## config.mk

```make
export PLATFORM = sky130hd
export DESIGN_NAME = clkdiv_seq
export DESIGN_NICKNAME = d
export VERILOG_FILES = /design/src/rtl/clkdiv_seq.sv
export SDC_FILE = /design/constraint.sdc
export NUM_CORES = 1
export LEC_CHECK = 0
export ABC_AREA = 0
export CORE_MARGIN = 1
export CORE_UTILIZATION = 59
export CTS_CLUSTER_SIZE = 10
export DETAILED_ROUTE_END_ITERATION = 7
export MAX_ROUTING_LAYER = met4
export PLACE_DENSITY_LB_ADDON = 0.05
export SYNTH_ARGS = -nofsm -noshare
export SYNTH_HDL_FRONTEND = slang
export SYNTH_SLANG_ARGS = --single-unit
```

## constraint.sdc

```tcl
create_clock -name clk -period 3 [get_ports clk]
set_input_delay 0.6 -clock clk [delete_from_list [all_inputs] [get_ports clk]]
set_output_delay 0.6 -clock clk [all_outputs]
set_load 0.02 [all_outputs]
```

## src/rtl/clkdiv_seq.sv

```systemverilog
// ---------------------------------------------------------------------------
// clkdiv_seq
// Bring-up controller for the ripple clock divider. It drives the divider's
// active-low reset through a fixed hold/settle sequence. It then counts
// rising edges of one divided-clock tap over a fixed window of reference
// clocks. It reports lock, retries, or sticky failure to link bring-up.
//
// Ports:
//   clk        in   reference clock (also drives the divider)
//   rst        in   synchronous active-high reset
//   start      in   single-cycle pulse, starts/restarts the sequence
//   div_tap    in   divided-clock tap, asynchronous to clk
//   div_rstb   out  active-low divider reset
//   busy       out  high in RESET/SETTLE/MEASURE/CHECK
//   locked     out  last window was within tolerance
//   fail       out  sticky failure (retries exhausted or lock lost)
//   edge_count out  edge count of the most recent completed window
//   retry_cnt  out  retries consumed in the current sequence
//
// Handshake: start is a plain level sampled on each clk edge. It is acted
// on only in IDLE, LOCKED and FAIL, and rst has priority over it.
// All outputs are registered and change together with the state register.
// ---------------------------------------------------------------------------
module clkdiv_seq #(
  parameter int RST_CYCLES    = 8,
  parameter int SETTLE_CYCLES = 32,
  parameter int WINDOW        = 256,
  parameter int EXP_EDGES     = 16,
  parameter int TOL           = 1,
  parameter int MAX_RETRY     = 2,
  parameter int CNT_W         = 16
) (
  input  logic             clk,
  input  logic             rst,
  input  logic             start,
  input  logic             div_tap,
  output logic             div_rstb,
  output logic             busy,
  output logic             locked,
  output logic             fail,
  output logic [CNT_W-1:0] edge_count,
  output logic [1:0]       retry_cnt
);

  typedef enum logic [2:0] {
    S_IDLE    = 3'd0,
    S_RESET   = 3'd1,
    S_SETTLE  = 3'd2,
    S_MEASURE = 3'd3,
    S_CHECK   = 3'd4,
    S_LOCKED  = 3'd5,
    S_FAIL    = 3'd6
  } state_t;

  // A single down-counter times every phase. It is loaded with length-1 on
  // entry, and the phase ends in the cycle where it reads zero.
  localparam int PH_MAX = (RST_CYCLES > SETTLE_CYCLES)
                          ? ((RST_CYCLES > WINDOW) ? RST_CYCLES : WINDOW)
                          : ((SETTLE_CYCLES > WINDOW) ? SETTLE_CYCLES : WINDOW);
  localparam int PH_W   = (PH_MAX < 2) ? 1 : $clog2(PH_MAX);

  localparam logic [PH_W-1:0] RST_LD    = PH_W'(RST_CYCLES - 1);
  localparam logic [PH_W-1:0] SETTLE_LD = PH_W'(SETTLE_CYCLES - 1);
  localparam logic [PH_W-1:0] WIN_LD    = PH_W'(WINDOW - 1);
  localparam logic [1:0]      MAX_R     = 2'(MAX_RETRY);

  // Limits are held one bit wider and signed, so EXP_EDGES < TOL gives a
  // negative lower bound instead of wrapping to a huge value.
  localparam logic signed [CNT_W:0] LO_LIM = (CNT_W+1)'(EXP_EDGES - TOL);
  localparam logic signed [CNT_W:0] HI_LIM = (CNT_W+1)'(EXP_EDGES + TOL);

  state_t            state_q, state_d;
  logic [PH_W-1:0]   phase_q, phase_d;
  logic [CNT_W-1:0]  cnt_q, cnt_d;
  logic [CNT_W-1:0]  edge_count_q, edge_count_d;
  logic [1:0]        retry_q, retry_d;
  logic              sync1_q, sync1_d;
  logic              sync2_q, sync2_d;
  logic              hist_q, hist_d;
  logic              div_rstb_q, div_rstb_d;
  logic              busy_q, busy_d;
  logic              locked_q, locked_d;
  logic              fail_q, fail_d;

  logic              edge_det;
  logic              phase_done;
  logic [CNT_W-1:0]  cnt_inc;

  function automatic logic in_tol(input logic [CNT_W-1:0] c);
    logic signed [CNT_W:0] cs;
    cs = $signed({1'b0, c});
    return (cs >= LO_LIM) && (cs <= HI_LIM);
  endfunction

  // The synchroniser runs in every state. The SETTLE phase is long enough
  // to flush stale history before counting begins.
  always_comb begin
    sync1_d = div_tap;
    sync2_d = sync1_q;
    hist_d  = sync2_q;
  end

  assign edge_det   = sync2_q & ~hist_q;
  assign phase_done = (phase_q == '0);
  // The counter saturates at all-ones rather than wrapping.
  assign cnt_inc    = (edge_det && (cnt_q != '1)) ? cnt_q + 1'b1 : cnt_q;

  always_comb begin
    state_d      = state_q;
    phase_d      = phase_q;
    cnt_d        = cnt_q;
    edge_count_d = edge_count_q;
    retry_d      = retry_q;

    case (state_q)
      S_IDLE: begin
        if (start) begin
          state_d = S_RESET;
          phase_d = RST_LD;
          retry_d = '0;
        end
      end

      S_RESET: begin
        if (phase_done) begin
          state_d = S_SETTLE;
          phase_d = SETTLE_LD;
        end else begin
          phase_d = phase_q - 1'b1;
        end
      end

      S_SETTLE: begin
        cnt_d = '0;
        if (phase_done) begin
          state_d = S_MEASURE;
          phase_d = WIN_LD;
        end else begin
          phase_d = phase_q - 1'b1;
        end
      end

      S_MEASURE: begin
        // An edge seen in the last window cycle is still counted.
        cnt_d = cnt_inc;
        if (phase_done) begin
          state_d = S_CHECK;
        end else begin
          phase_d = phase_q - 1'b1;
        end
      end

      S_CHECK: begin
        edge_count_d = cnt_q;
        cnt_d        = '0;
        if (in_tol(cnt_q)) begin
          state_d = S_LOCKED;
          phase_d = WIN_LD;
        end else if (retry_q < MAX_R) begin
          retry_d = retry_q + 1'b1;
          state_d = S_RESET;
          phase_d = RST_LD;
        end else begin
          state_d = S_FAIL;
        end
      end

      S_LOCKED: begin
        if (start) begin
          state_d = S_RESET;
          phase_d = RST_LD;
          retry_d = '0;
          cnt_d   = '0;
        end else if (phase_done) begin
          // Window boundary: publish, re-arm with no gap, and judge.
          edge_count_d = cnt_inc;
          cnt_d        = '0;
          phase_d      = WIN_LD;
          if (!in_tol(cnt_inc)) begin
            state_d = S_FAIL;
          end
        end else begin
          cnt_d   = cnt_inc;
          phase_d = phase_q - 1'b1;
        end
      end

      S_FAIL: begin
        if (start) begin
          state_d = S_RESET;
          phase_d = RST_LD;
          retry_d = '0;
          cnt_d   = '0;
        end
      end

      default: begin
        state_d = S_IDLE;
      end
    endcase
  end

  // Outputs are decoded from the next state, so they are registered and
  // change in step with the state register.
  always_comb begin
    div_rstb_d = !((state_d == S_IDLE) || (state_d == S_RESET));
    busy_d     = (state_d == S_RESET) || (state_d == S_SETTLE) ||
                 (state_d == S_MEASURE) || (state_d == S_CHECK);
    locked_d   = (state_d == S_LOCKED);
    fail_d     = (state_d == S_FAIL);
  end

  always_ff @(posedge clk) begin
    if (rst) begin
      state_q      <= S_IDLE;
      phase_q      <= '0;
      cnt_q        <= '0;
      edge_count_q <= '0;
      retry_q      <= '0;
      sync1_q      <= 1'b0;
      sync2_q      <= 1'b0;
      hist_q       <= 1'b0;
      div_rstb_q   <= 1'b0;
      busy_q       <= 1'b0;
      locked_q     <= 1'b0;
      fail_q       <= 1'b0;
    end else begin
      state_q      <= state_d;
      phase_q      <= phase_d;
      cnt_q        <= cnt_d;
      edge_count_q <= edge_count_d;
      retry_q      <= retry_d;
      sync1_q      <= sync1_d;
      sync2_q      <= sync2_d;
      hist_q       <= hist_d;
      div_rstb_q   <= div_rstb_d;
      busy_q       <= busy_d;
      locked_q     <= locked_d;
      fail_q       <= fail_d;
    end
  end

  assign div_rstb   = div_rstb_q;
  assign busy       = busy_q;
  assign locked     = locked_q;
  assign fail       = fail_q;
  assign edge_count = edge_count_q;
  assign retry_cnt  = retry_q;

endmodule

```

# Yosys cells after proc, flatten, opt, wreduce, memory -nomap -nowiden
# Index checks and enable logic that the tools add are counted.
[totals]
regBits = 52
in_bits = 4
out_inout_bits = 22
elab_cells = 96
[classes]
add_sub_neg = 3
order_cmp = 5
n_eq_ne = 22
n_mux = 30
n_bitwise = 2
reduce_logical = 22
[ops]
columns = ["operator", "n"]
rows = [
  ["2-to-1 mux 16 bit", 6],
  ["one-hot mux 16 bit (4 select lines)", 1],
  ["2-to-1 mux 8 bit", 7],
  ["one-hot mux 8 bit (6 select lines)", 1],
  ["greater-or-equal comparator 16 x 4 -> 1 bit (second input constant)", 2],
  ["less-or-equal comparator 16 x 5 -> 1 bit (second input constant)", 2],
  ["one-hot mux 16 bit (2 select lines)", 1],
  ["2-to-1 mux 3 bit", 9],
  ["equality test 3 bit (second input constant)", 6],
  ["one-hot mux 3 bit (6 select lines)", 1],
  ["adder 16 x 1 -> 16 bit (second input constant)", 1],
  ["inequality test 16 bit (second input constant)", 1],
  ["equality test 3 x 2 -> 1 bit (second input constant)", 4],
  ["inequality test 2 bit (second input constant)", 6],
  ["zero test 8 bit", 1],
  ["AND reduction 4 bit", 2],
  ["subtractor 8 x 1 -> 8 bit (second input constant)", 1],
  ["equality test 3 x 1 -> 1 bit (second input constant)", 2],
  ["zero test 3 bit", 2],
  ["2-to-1 mux 2 bit", 3],
  ["nonzero test 6 bit", 1],
  ["logical OR 1 bit", 4],
  ["inequality test 2 x 1 -> 1 bit (second input constant)", 2],
  ["one-hot mux 2 bit (2 select lines)", 1],
  ["13 further kinds", 17],
]

# Depth between registers and ports, before layout
[logic_depth]
word_depth = 14
ltp_mapped = 12
ltp_nobuf = 10

# Least setup slack after synthesis
# No wires, ideal clock.
[synth_timing]
path_kind = "register to register"
from = "reg cnt_q[1]"
to = "reg busy_q (netlist: busy)"
arrival_ps = 2493
required_ps = 2928
path_slack_ps = 435
stages_incl_launch_ff = 10
n_path_buf = 0
synth_period_minus_slack_ps = 2565
path_cell_list = "dfxtp_1 -> ha_1 -> and4_4 -> nand3_4 -> o31a_1 -> a311o_1 -> nor4b_4 -> nand3_2 -> a211oi_2 -> mux2i_1"
[synth_via]
elab_chain_cells = 13
word_cells_on_any_way = 22
classes_between = "1 x add/sub; 4 x order compare; 5 x eq/ne; 6 x mux; 6 x reduce/logical"
[synth_lines]
columns = ["element", "line_no", "rtl"]
rows = [
  ["start, declared", "74", "logic [CNT_W-1:0] cnt_q, cnt_d;"],
  ["start signal, assigned", "230", "cnt_q <= cnt_d;"],
  ["branches (longest 8 deep; another with adder 16 x 1 -> 16 bit)", "n/a", ""],
  ["one-hot mux 3 bit (6 select lines) (*)", "115", "case (state_q)"],
  ["equality test 3 x 1 -> 1 bit / equality test 3 x 2 -> 1 bit (equally long branches)", "207", "busy_d = (state_d == S_RESET) || (state_d == S_SETTLE) ||"],
  ["logical OR 1 bit (2 in series)", "207", ""],
  ["logical OR 1 bit (*)", "208", "(state_d == S_MEASURE) || (state_d == S_CHECK);"],
  ["end signal, assigned", "237", "busy_q <= busy_d;"],
  ["end, declared", "81", "logic busy_q, busy_d;"],
]
# Every way passes the cells marked *.
# A chain may end at the register's enable or synchronous reset.

# Worst setup path in the final report
[layout_timing]
from = "reg cnt_q[0]"
to = "reg busy_q (netlist: busy)"
# The elaborated chain is that of the path after synthesis.

==> flow_summary_export.csv <==
group,metric,value,unit
run_status,status,"complete, no violations",
synth,avgSynthCellArea,7.50,µm²
synth,yosysWarningCount,0,
clocking,cts_sinks,52,
synth,ys.flop_type,"dfxtp_1",
placed_design,dp.final_hpwl,6.11,mm
clocking,clockBufferDepth,2,
drt,vias,3361,
global_route,grt.overflow.total,0,
setup_path,cp.required,3.24,ns
floorplanning,ioPinCount,26,
drt,dr.pass1.iters,5,
run,drv_cap,0,
setup_path,cp_max_fo,7,
cells_and_area,drive_above_1_share,9.19,%
drt,drc,0,
sta,rsz0062_at_grt,"no",
clocking,ctsHoldBuffers,0,
drt,drt-total-wl,8.40,mm
sta,timing.setup.tns,0,ns
synth,syn_nets,461,
drt,final_antenna_net_count,0,
synth,synth-seq-cells,52,
setup_path,critPathLaunchType,"flip-flop",
power,switching_share,29.0,%
power,p_per_area,398,nW/µm²
cells_and_area,nNetsFinal,476,
clocking,cts_buffers,5,
power,pwr-share-clk,31.7,%
setup_path,r2r_end,"busy$_SDFF_PP0_",
clocking,post_cts_buffers,0,
power,total_power,0.00152,W
synth,netlist_area,3390,µm²
synth,ys_seq_area_share,30.7,%
power,p_leak,1.29,nW
sta,slew-limit-headroom,53.9,%
floorplanning,design.die.area,6050,µm²
floorplanning,die_height,77.8,µm
setup_path,timing_worst_setup_path_type,"reg -> reg",
floorplanning,die_w,77.8,µm
sta,setup_ws,0.157,ns
global_route,antenna_found_initial,0,
worst_hold_path,hold_start,"sync1_q$_SDFF_PP0_",
floorplanning,initial_core_util,61.6,%
cells_and_area,syn2layout_area_growth,12.8,%
drt,routedWlPerCell,15.6,µm
power,ir_drop,0.274,mV
global_route,grt_max_degree,32,
power,sequentialPowerShare,49.5,%
sta,maxSlewViolCount,0,
power,p_int,0.00108,W
clocking,root_buffer,"clkbuf_8",
synth,synth_edf_count,0,
synth,syn_inst,452,
floorplanning,core_area,5510,µm²
cells_and_area,nFillCells,470,
synth,async_reset_ff_share,0,%
global_route,grt_pass1_vias,2871,
clocking,path_clk_slew,0.09,ns
clocking,cts_resized,0,
placed_design,dp_worst_setup_slack,0.120,ns
clocking,cts_tree,"done",
global_route,grt_usage,29.7,%
worst_hold_path,min_path_type,"reg -> reg",
placed_design,place.gp.congestion,0.971,
setup_path,worstRegToRegCells,9,
cells_and_area,diodes,0,
clocking,htreeDepth,2,
cells_and_area,layout_commonest_cell,"nor2_1",
placed_design,portBuffers,25,
floorplanning,rows,27,
power,p_switching,0.000441,W
sta,setup_viol,0,
sta,final_hold_viol_count,0,
placed_design,dp.cells,532,
sta,clock_skew,0.00535,ns
setup_path,r2r_start,"cnt_q[0]$_SDFFE_PP0P_",
worst_hold_path,hold-path-cell-count,1,
clocking,clock_latency,0.31,ns
drt,viasPerCell,6.22,
setup_path,cp-end-kind,"flip-flop",
sta,worstMarginPinSlew,0.691,ns
sta,fin_crit,2.84,ns
synth,synth_cell_types,64,
global_route,grt_pass1_wl,14.0,mm
drt,drtIter0Drc,225,
setup_path,rrSetupSlack,0.16,ns
cells_and_area,final_cell_mix,"nor2_1, dfxtp_1, nand2_1",
cells_and_area,fin_cells,540,
power,comb_power_share,18.8,%
worst_hold_path,worstHoldEndpoint,"hist_d$_SDFF_PP0_",
setup_path,cp.arrival,3.08,ns
sta,post-route-period-util,94.8,%
sta,fmax,352,MHz
[power groups by stage]
stage	logic, W	registers (W)	clock network [W]
after floorplan	0.000222	0.000757	0
after global placement	0.000279	0.000767	0
after detailed placement	0.000283	0.000769	0
after CTS	0.000285	0.000752	0.000494
after global routing	0.000323	0.000758	0.000518
final	0.000286	0.000752	0.000483
[Yosys cell counts, types with 7 or more instances]
cell type	number	area share [%]
a211oi_1	10	2.2
a21o_1	9	2.0
xnor2_1	7	1.8
clkbuf_1	23	2.5
nor2_1	66	7.3
or3_1	12	2.2
o21ai_0	30	4.4
a21oi_1	30	4.4
nor3_1	20	3.0
buf_2	9	1.3
inv_1	15	1.7
dfxtp_1	52	31
nand3_1	17	2.5
nand2_1	31	3.4
a22oi_1	8	1.8
a311oi_1	13	3.4
[sequential cells by signal, indices dropped and copies added, names as in the netlist]
| signal | count |
|---|---|
| busy | 1 |
| phase_q | 8 |
| edge_count | 16 |
| div_rstb | 1 |
| state_q | 3 |
| locked | 1 |
| cnt_q | 16 |
| retry_cnt | 2 |
| sync1_q | 1 |
| hist_d | 1 |
| fail | 1 |
| hist_q | 1 |
[metal layers]
layer / part of all wire, % / vias to the layer above / track usage [%]
met5: 0 / - / -
met2: 46 / 119 / 46.4
met1: 46 / 1545 / 39.7
li1: - / 1683 / -
met3: 6.1 / 14 / 4.00
met4: 1.9 / 0 / 9.25
[how the worst max path moves through the flow]
stage	startpoint	endpoint	slack [ns]	depth (start not counted)
6_report	cnt_q[0]$_SDFFE_PP0P_	busy$_SDFF_PP0_	0.16	9
4_1_cts	cnt_q[1]$_SDFFE_PP0P_	busy$_SDFF_PP0_	0.09	9
5_1_grt	cnt_q[0]$_SDFFE_PP0P_	busy$_SDFF_PP0_	0.05	9
3_3_place_gp	cnt_q[1]$_SDFFE_PP0P_	busy$_SDFF_PP0_	0.25	9
3_5_place_dp	cnt_q[1]$_SDFFE_PP0P_	busy$_SDFF_PP0_	0.12	9
2_1_floorplan	cnt_q[1]$_SDFFE_PP0P_	busy$_SDFF_PP0_	0.44	9
[final cells by class]
cell class / count / area, µm² / share of cell area (%)
well taps: 72 / 90.1 / 2.36
multi-input cells: 349 / 2140 / 56.0
inverters: 15 / 56.3 / 1.47
clock inverters: 2 / 35.0 / 0.916
clock buffers: 6 / 72.6 / 1.90
repair buffers: 44 / 388 / 10.1
flip-flops and latches: 52 / 1040 / 27.3
[worst max-delay path: stages, from the launching register on]
cell	delay [ns]
dfxtp_1	0.43
ha_2	0.28
and4_4	0.28
nand3_4	0.11
o31a_1	0.32
a311o_1	0.35
nor4b_4	0.38
nand3_2	0.13
a211oi_2	0.26
mux2i_1	0.22
[kinds of logic after synthesis]
group | synth area share, %
adder cells (fa/ha/maj) | 1.85
multiplexers | 1.48
XOR/XNOR | 3.10
AND/OR/NAND/NOR | 29.2
AO/OA/AOI/OAI | 27.4
buffers and inverters | 6.35
flip-flops | 30.7
[through the flow]
step	hold slack, ns	instance area [µm²]	utilization, %
global placement	0.457	3710	67.4
global route	0.488	3820	69.4
CTS	0.467	3820	69.4
finish	0.463	3820	69.4
detailed placement	0.450	3710	67.4
floorplan	0.414	3390	-
No activity file was read; power rests on OpenSTA's default activity.
